===== config.mk =====
export PLATFORM = sky130hd
export DESIGN_NAME = ftdi_rx_bridge
export DESIGN_NICKNAME = d
export VERILOG_FILES = /design/src/rtl/ftdi_rx_bridge.sv
export SDC_FILE = /design/constraint.sdc
export NUM_CORES = 1
export LEC_CHECK = 0
export BUFFER_PORTS_ARGS = -buffer_cell sky130_fd_sc_hd__buf_2
export CAP_MARGIN = 5
export CORE_MARGIN = 3
export CORE_UTILIZATION = 53
export CTS_CLUSTER_DIAMETER = 30
export CTS_CLUSTER_SIZE = 16
export DETAILED_ROUTE_END_ITERATION = 8
export PLACE_DENSITY = 0.76
export SYNTH_ARGS = -nofsm -noshare
export SYNTH_HDL_FRONTEND = slang
export SYNTH_SLANG_ARGS = --single-unit

===== constraint.sdc =====
create_clock -name clk -period 3 [get_ports clk]
set_input_delay 0.15 -clock clk [delete_from_list [all_inputs] [get_ports clk]]
set_output_delay 0.15 -clock clk [all_outputs]
set_load 0.005 [all_outputs]

===== src/rtl/ftdi_rx_bridge.sv =====
// rtl/ftdi_rx_bridge.sv - FT2232H sync-245 receive front end with elastic byte buffer
//
// Drains bytes from the FTDI synchronous FIFO into a DEPTH-entry buffer and
// presents the head byte to the command parser as a valid/ack stream.
//
// Ports:
//   clk          system clock (FTDI CLKOUT domain)
//   nreset       synchronous reset, active low
//   ftdi_data    FTDI D[7:0], driven by the FTDI while OE# is low
//   ftdi_rxf_n   low when the FTDI holds a byte
//   ftdi_oe_n    FTDI output enable, active low, registered
//   ftdi_rd_n    FTDI read strobe, active low, registered
//   out_data     head byte of the buffer
//   out_valid    buffer non-empty
//   out_ack      consumer takes the head byte this cycle
//   level        current buffer occupancy, 0..DEPTH
//   overflow     sticky: a byte arrived while the buffer was full
module ftdi_rx_bridge #(
  parameter int DEPTH  = 8,
  parameter int MARGIN = 1
) (
  input  logic                     clk,
  input  logic                     nreset,
  input  logic [7:0]               ftdi_data,
  input  logic                     ftdi_rxf_n,
  output logic                     ftdi_oe_n,
  output logic                     ftdi_rd_n,
  output logic [7:0]               out_data,
  output logic                     out_valid,
  input  logic                     out_ack,
  output logic [$clog2(DEPTH):0]   level,
  output logic                     overflow
);

  localparam int AW = $clog2(DEPTH);
  localparam int LW = AW + 1;

  // A burst may start only with enough room for the read that is in flight
  // when the stop decision is taken; it stops once MARGIN entries remain.
  localparam logic [LW-1:0] START_MAX = LW'(DEPTH - MARGIN - 2);
  localparam logic [LW:0]   STOP_AT   = (LW + 1)'(DEPTH - MARGIN);
  localparam logic [LW-1:0] FULL      = LW'(DEPTH);

  typedef enum logic [1:0] {
    S_IDLE,
    S_OE,
    S_READ,
    S_STOP
  } state_t;

  state_t          state;
  state_t          state_nxt;
  logic            push;
  logic            pop;
  logic            full;
  logic            wr_en;
  logic [AW-1:0]   wr_ptr;
  logic [AW-1:0]   rd_ptr;
  logic [LW:0]     level_after;
  logic [7:0]      mem [DEPTH];

  assign out_valid   = (level != '0);
  assign out_data    = mem[rd_ptr];
  assign pop         = out_valid && out_ack;
  assign full        = (level == FULL);
  // A push into a full buffer is only accepted when the head leaves on the same edge.
  assign wr_en       = push && (!full || pop);
  assign level_after = {1'b0, level} + {{LW{1'b0}}, push} - {{LW{1'b0}}, pop};

  always_comb begin
    state_nxt = state;
    push      = 1'b0;
    case (state)
      S_IDLE: begin
        if (!ftdi_rxf_n && level <= START_MAX) state_nxt = S_OE;
      end
      S_OE: begin
        state_nxt = S_READ;
      end
      S_READ: begin
        push = !ftdi_rxf_n;
        if (ftdi_rxf_n || level_after >= STOP_AT) state_nxt = S_STOP;
      end
      S_STOP: begin
        state_nxt = S_IDLE;
      end
      default: begin
        state_nxt = S_IDLE;
      end
    endcase
  end

  always_ff @(posedge clk) begin
    if (!nreset) begin
      state     <= S_IDLE;
      ftdi_oe_n <= 1'b1;
      ftdi_rd_n <= 1'b1;
    end else begin
      state     <= state_nxt;
      // Strobes are decoded from the next state so they switch together with it.
      ftdi_oe_n <= (state_nxt == S_IDLE);
      ftdi_rd_n <= (state_nxt != S_READ);
    end
  end

  always_ff @(posedge clk) begin
    if (!nreset) begin
      wr_ptr   <= '0;
      rd_ptr   <= '0;
      level    <= '0;
      overflow <= 1'b0;
    end else begin
      if (wr_en) wr_ptr <= wr_ptr + 1'b1;
      if (pop)   rd_ptr <= rd_ptr + 1'b1;
      if (wr_en && !pop)      level <= level + 1'b1;
      else if (!wr_en && pop) level <= level - 1'b1;
      if (push && full && !pop) overflow <= 1'b1;
    end
  end

  // Buffer storage carries no reset; a reset edge never writes it.
  always_ff @(posedge clk) begin
    if (nreset && wr_en) mem[wr_ptr] <= ftdi_data;
  end

endmodule

After elaboration in Yosys (flattened, before gate mapping) --
Memories as Yosys holds them, arrays and structs flattened. A register that Yosys moved wholly into a read port is not among the register bits. Cells that the tools add are included.
Cells by class: add/sub/neg operators 6, $mul 0, div/mod/pow operators 0, order comparisons 2, eq/ne operators 5, shift operators 0, mux-type cells 10, bitwise logic cells 0, reductions and logical operators 18
Operators by type and width (number):
- logical AND 1 bit | 8
- 2-to-1 mux 4 bit | 2
- case mux 2 bit (4 select lines) | 1
- adder 3 x 1 -> 3 bit, second input constant | 2
- 2-to-1 mux 3 bit | 2
- adder 4 x 1 -> 5 bit | 1
- greater-or-equal comparator 5 x 3 -> 1 bit, second input constant | 1
- subtractor 5 x 1 -> 5 bit | 1
- adder 4 x 1 -> 4 bit, second input constant | 1
- == test 2 bit, second input constant | 2
- == test 4 bit, second input constant | 1
- <= comparator 4 x 3 -> 1 bit, second input constant | 1
- zero test 1 bit | 4
- zero test 2 bit | 2
- 2-to-1 mux 2 bit | 2
- nonzero test 4 bit | 1
- subtractor 4 x 1 -> 4 bit, second input constant | 1
- 2-to-1 mux 1 bit | 3
- == test 2 x 1 -> 1 bit, second input constant | 1
- logical OR 1 bit | 2
- != test 2 bit, second input constant | 1
- nonzero test 2 bit | 1
Storage, ports and cells: register bits 15, bits in latches 0, RAM bits 64, bits in read-only memories 0, logic and storage cells 49, memories 1
Memories:
- mem | depth 8, width 8, rd ports 1, clocked after Yosys merged registers in 1, wr ports 1, RTL line 60 | logic [7:0] mem [DEPTH];

Logic depth before layout (Yosys ltp) --
word-level depth 9, mapped depth 13, gate-level depth less buffers 13

Worst setup path before layout --
OpenSTA, ideal clock, no wires.
path kind flip-flop to flip-flop, from register level[3], to register ftdi_rd_n, arrival 2.886 ns, required time 2.878 ns, setup slack -0.008 ns, cell stages (with the launch flop) 13, path buffers 1, clock period less this slack 3.008 ns, cell sequence dfxtp_1 inv_1 ha_1 or3b_1 clkbuf_1 nand3_1 nand2_1 ha_1 fa_1 xor2_1 a311o_1 nand4bb_4 a221o_1
On the way: cells in the longest elaborated chain, start to end 8
Ends and longest elaborated chain:
- from (decl) | RTL line 31 | output logic [$clog2(DEPTH):0] level,
- from (signal assigned) | RTL line 115 | if (wr_en && !pop) level <= level + 1'b1;
- from (signal assigned) | RTL line 116 | else if (!wr_en && pop) level <= level - 1'b1;
- nonzero test 4 bit | RTL line 62 | assign out_valid = (level != '0);
- named net out_valid | RTL line 29 | output logic out_valid,
- logical AND 1 bit | RTL line 64 | assign pop = out_valid && out_ack;
- subtractor 5 x 1 -> 5 bit | RTL line 68 | assign level_after = {1'b0, level} + {{LW{1'b0}}, push} - {{LW{1'b0}}, pop};
- greater-or-equal comparator 5 x 3 -> 1 bit | RTL line 82 | if (ftdi_rxf_n || level_after >= STOP_AT) state_nxt = S_STOP;
- logical OR 1 bit | RTL line 82
- 2-to-1 mux 2 bit | RTL line 82
- case mux 2 bit (4 select lines) | RTL line 73 | case (state)
- != test 2 bit | RTL line 102 | ftdi_rd_n <= (state_nxt != S_READ);
- to (signal assigned) | RTL line 102
- to (decl) | RTL line 27 | output logic ftdi_rd_n,
The timed path passes the listed nets, and every way through them passes these cells. A chain may end at the register's enable or synchronous reset.

Worst setup path in the final report --
from register level[2], to register ftdi_rd_n
On the way: cells in the longest elaborated chain, start to end 8
Ends and longest elaborated chain (RTL line):
- branches (longest 6 deep; another with adder 4 x 1 -> 5 bit)
- case mux 2 bit (4 select lines) * | 73
- != test 2 bit * | 102
Mark *: on every way between the ends.

==> impl_metrics.tcl <==
set metrics [dict create \
    syn_inst 220 \
    slew_violations 0 \
    start_kind "register" \
    netlist_area_um2 3620 \
    finalSetupTns_ns 0 \
    drtAntennaViolNets 0 \
    io_pins 28 \
    stdcell_count 349 \
    finClkSkew_ns 0.00752 \
    finalSetupViolations 0 \
    rows 29 \
    synthToLayoutAreaGrowth_pct 15.5 \
    synthFlopType "edfxtp_1" \
    p_int_mw 2.35 \
    power.switching_mw 0.870 \
    p_seq_share_pct 41.8 \
    rsz0062_at_grt "false" \
    grt_use_total_pct 17.9 \
    yosysUniqueCellTypes 42 \
    power_density_nw_per_um2 771 \
    status "completed" \
    ys_seq_area_share_pct 63.0 \
    grt_pass1_vias 2004 \
    grt.overflow.total 0 \
    critPathCaptureType "register" \
    globalplace.congestion 0.745 \
    port_buffers 27 \
    drc 0 \
    cp_max_fo 3 \
    clock_latency_ns 0.34 \
    p_leak_nw 1.54 \
    path_clk_slew_ns 0.08 \
    diodes 0 \
    power.share.clock_pct 28.8 \
    grt_max_degree 24 \
    ys_async_sr_fraction_pct 0 \
    synth_edf_count 64 \
    period_share_pct 94.2 \
    die_h_um 88.7 \
    core_um2 6490 \
    clock-sinks 82 \
    clockBufferDepth 2 \
    die_w_um 88.7 \
    cap_violations 0 \
    fin_util_pct 64.4 \
    period_needed_ns 2.83 \
    hold_viol_final 0 \
    worstPathArrival_ns 3.06 \
    critPathKind "register to register" \
    post_cts_buffers 0 \
    cts_tree "yes" \
    combPwrFrac_pct 29.5 \
    grt_pass1_wl_um 10200 \
    worst_slew_pin_slew_ns 0.684 \
    clockRootBuffer "clkbuf_8" \
    start_util_pct 55.8 \
    wl_per_cell_um 18.1 \
    max_slew_margin_pct 54.4 \
    vias 1991 \
    antenna_found_initial 0 \
    first_pass_iters 4 \
    dieArea_um2 7870 \
    detailedPlace.worstSlack_ns 0.0729 \
    numCtsBuffers 9 \
    hpwl_um 4330 \
    drive_gt1_share_pct 28.7 \
    drtIter0Drc 127 \
    placed_cells 333 \
    nets 294 \
    holdBufCountCts 0 \
    yosys_warnings 0 \
    dpl_cell_area_um2 3940 \
    fmax_mhz 354 \
    synth_fp_nets 247 \
    syn_area_per_cell_um2 16.5 \
    design_area_um2 4190 \
    vias_per_cell 5.70 \
    worst_ep_required_time_ns 3.23 \
    ys_ff_latch 82 \
    fin_ws_ns 0.173 \
    hold_class "input pin to register" \
    p_sw_share_pct 27.0 \
    wirelength_um 6330 \
    peakVddDrop_mv 0.435 \
    h-tree-depth 3 \
    fill_cells 454 \
]
## power groups by stage
stage	registers (mW)	logic, mW	clock network, mW
after global placement	1.37	0.924	0
after CTS	1.35	0.950	0.948
after global routing	1.36	1.07	0.994
after detailed placement	1.37	0.946	0
after floorplan	1.37	0.719	0
final	1.35	0.950	0.928
## cell usage in the layout, fill, tap and decap left out, types with 2 or more instances in the layout
cell	instances
nand2_1	11
mux4_1	16
nor4_1	3
nor2_1	5
buf_4	19
nor2b_1	6
nor3_1	4
a21boi_0	3
and2_1	8
inv_2	2
inv_1	6
xor2_1	2
mux2i_1	4
a211oi_1	2
dfxtp_1	18
clkbuf_8	9
o21ai_0	4
nand2b_1	3
nand3_1	4
buf_2	27
ha_1	13
xnor2_1	4
bufinv_16	3
edfxtp_1	64
a21oi_1	2
mux2_2	8
a21o_1	2
## area by class of cell
cell class / count / area, µm² / area share, %
sequential: 82 / 2280 / 54.5
multi-input combinational: 120 / 1260 / 30.1
timing repair buffer: 46 / 278 / 6.64
clock buffer: 9 / 124 / 2.96
clock inverter: 7 / 115 / 2.75
tap: 77 / 96.3 / 2.30
inverter: 8 / 30.0 / 0.717
## logic make-up (layout without fill, tap and decap cells)
family / count (synthesis) / in the layout / synth area share, %
flops: 82 / 82 / 63.0
simple gates: 49 / 49 / 7.73
mux: 28 / 28 / 15.2
compound gates: 22 / 22 / 4.52
buf+inv: 18 / 70 / 2.55
fa+ha+maj: 15 / 15 / 5.59
xor+xnor: 6 / 6 / 1.45
## stage by stage
stage	hold WS [ns]	power (mW)
after floorplan	0.249	2.08
after global placement	0.415	2.30
after detailed placement	0.419	2.32
after CTS	0.0540	3.25
after global routing	0.0677	3.42
final	0.0721	3.23
## critical path, stage by stage, from the launching register on
cell	delay, ns
dfxtp_1	0.32
inv_2	0.07
ha_1	0.14
or3b_4	0.40
nand3_2	0.12
nand2_1	0.06
ha_1	0.21
fa_2	0.36
xor2_1	0.17
a311o_1	0.35
nand4bb_4	0.20
a221o_1	0.33
## sequential cells by signal, summed over array words and instances (netlist names), named ones only
| register | count |
|---|---|
| level | 4 |
| wr_ptr | 3 |
| ftdi_rd_n | 1 |
| state | 2 |
| overflow | 1 |
| mem | 64 |
| ftdi_oe_n | 1 |
| rd_ptr | 3 |
## layer usage
layer | vias up | GRT usage, % | part of all wire [%]
met1 | 969 | 24.1 | 45
met5 | - | 0 | 0
li1 | 958 | - | -
met2 | 53 | 28.4 | 50
met3 | 11 | 3.54 | 4.0
met4 | 0 | 7.83 | 1.4
## synthesized netlist by cell type, drive strengths merged (3+ instances only)
cell / instances / share of area [%]
clkbuf: 6 / 0.62
inv: 8 / 0.83
xnor2: 4 / 0.97
nor2: 5 / 0.52
nor2b: 6 / 1.0
a21boi: 4 / 0.83
ha: 13 / 4.5
mux4: 16 / 12
nand2b: 3 / 0.52
nor4: 3 / 0.52
mux2i: 4 / 1.1
o21ai: 4 / 0.55
nand3: 5 / 0.69
buf: 4 / 1.1
dfxtp: 18 / 9.9
mux2: 8 / 2.5
and2: 8 / 1.4
nand2: 12 / 1.3
nor3: 4 / 0.55
edfxtp: 64 / 53
## timing repair
action	in CTS	in global routing
setup endpoints to repair	0	2
endpoints found under the hold margin	0	0
gates resized for setup	0	3
## worst paths after layout
path	start	to	slack, ns	cells after the start
worst max-delay path	level[2]	ftdi_rd_n	0.17	11
worst max register to register	level[2]	ftdi_rd_n	0.17	11
worst min-delay path	ftdi_data[6]	mem[0][6]	0.07	1
worst min register to register	rd_ptr[1]	register	0.51	2
Power figures use the tool's default switching activity.
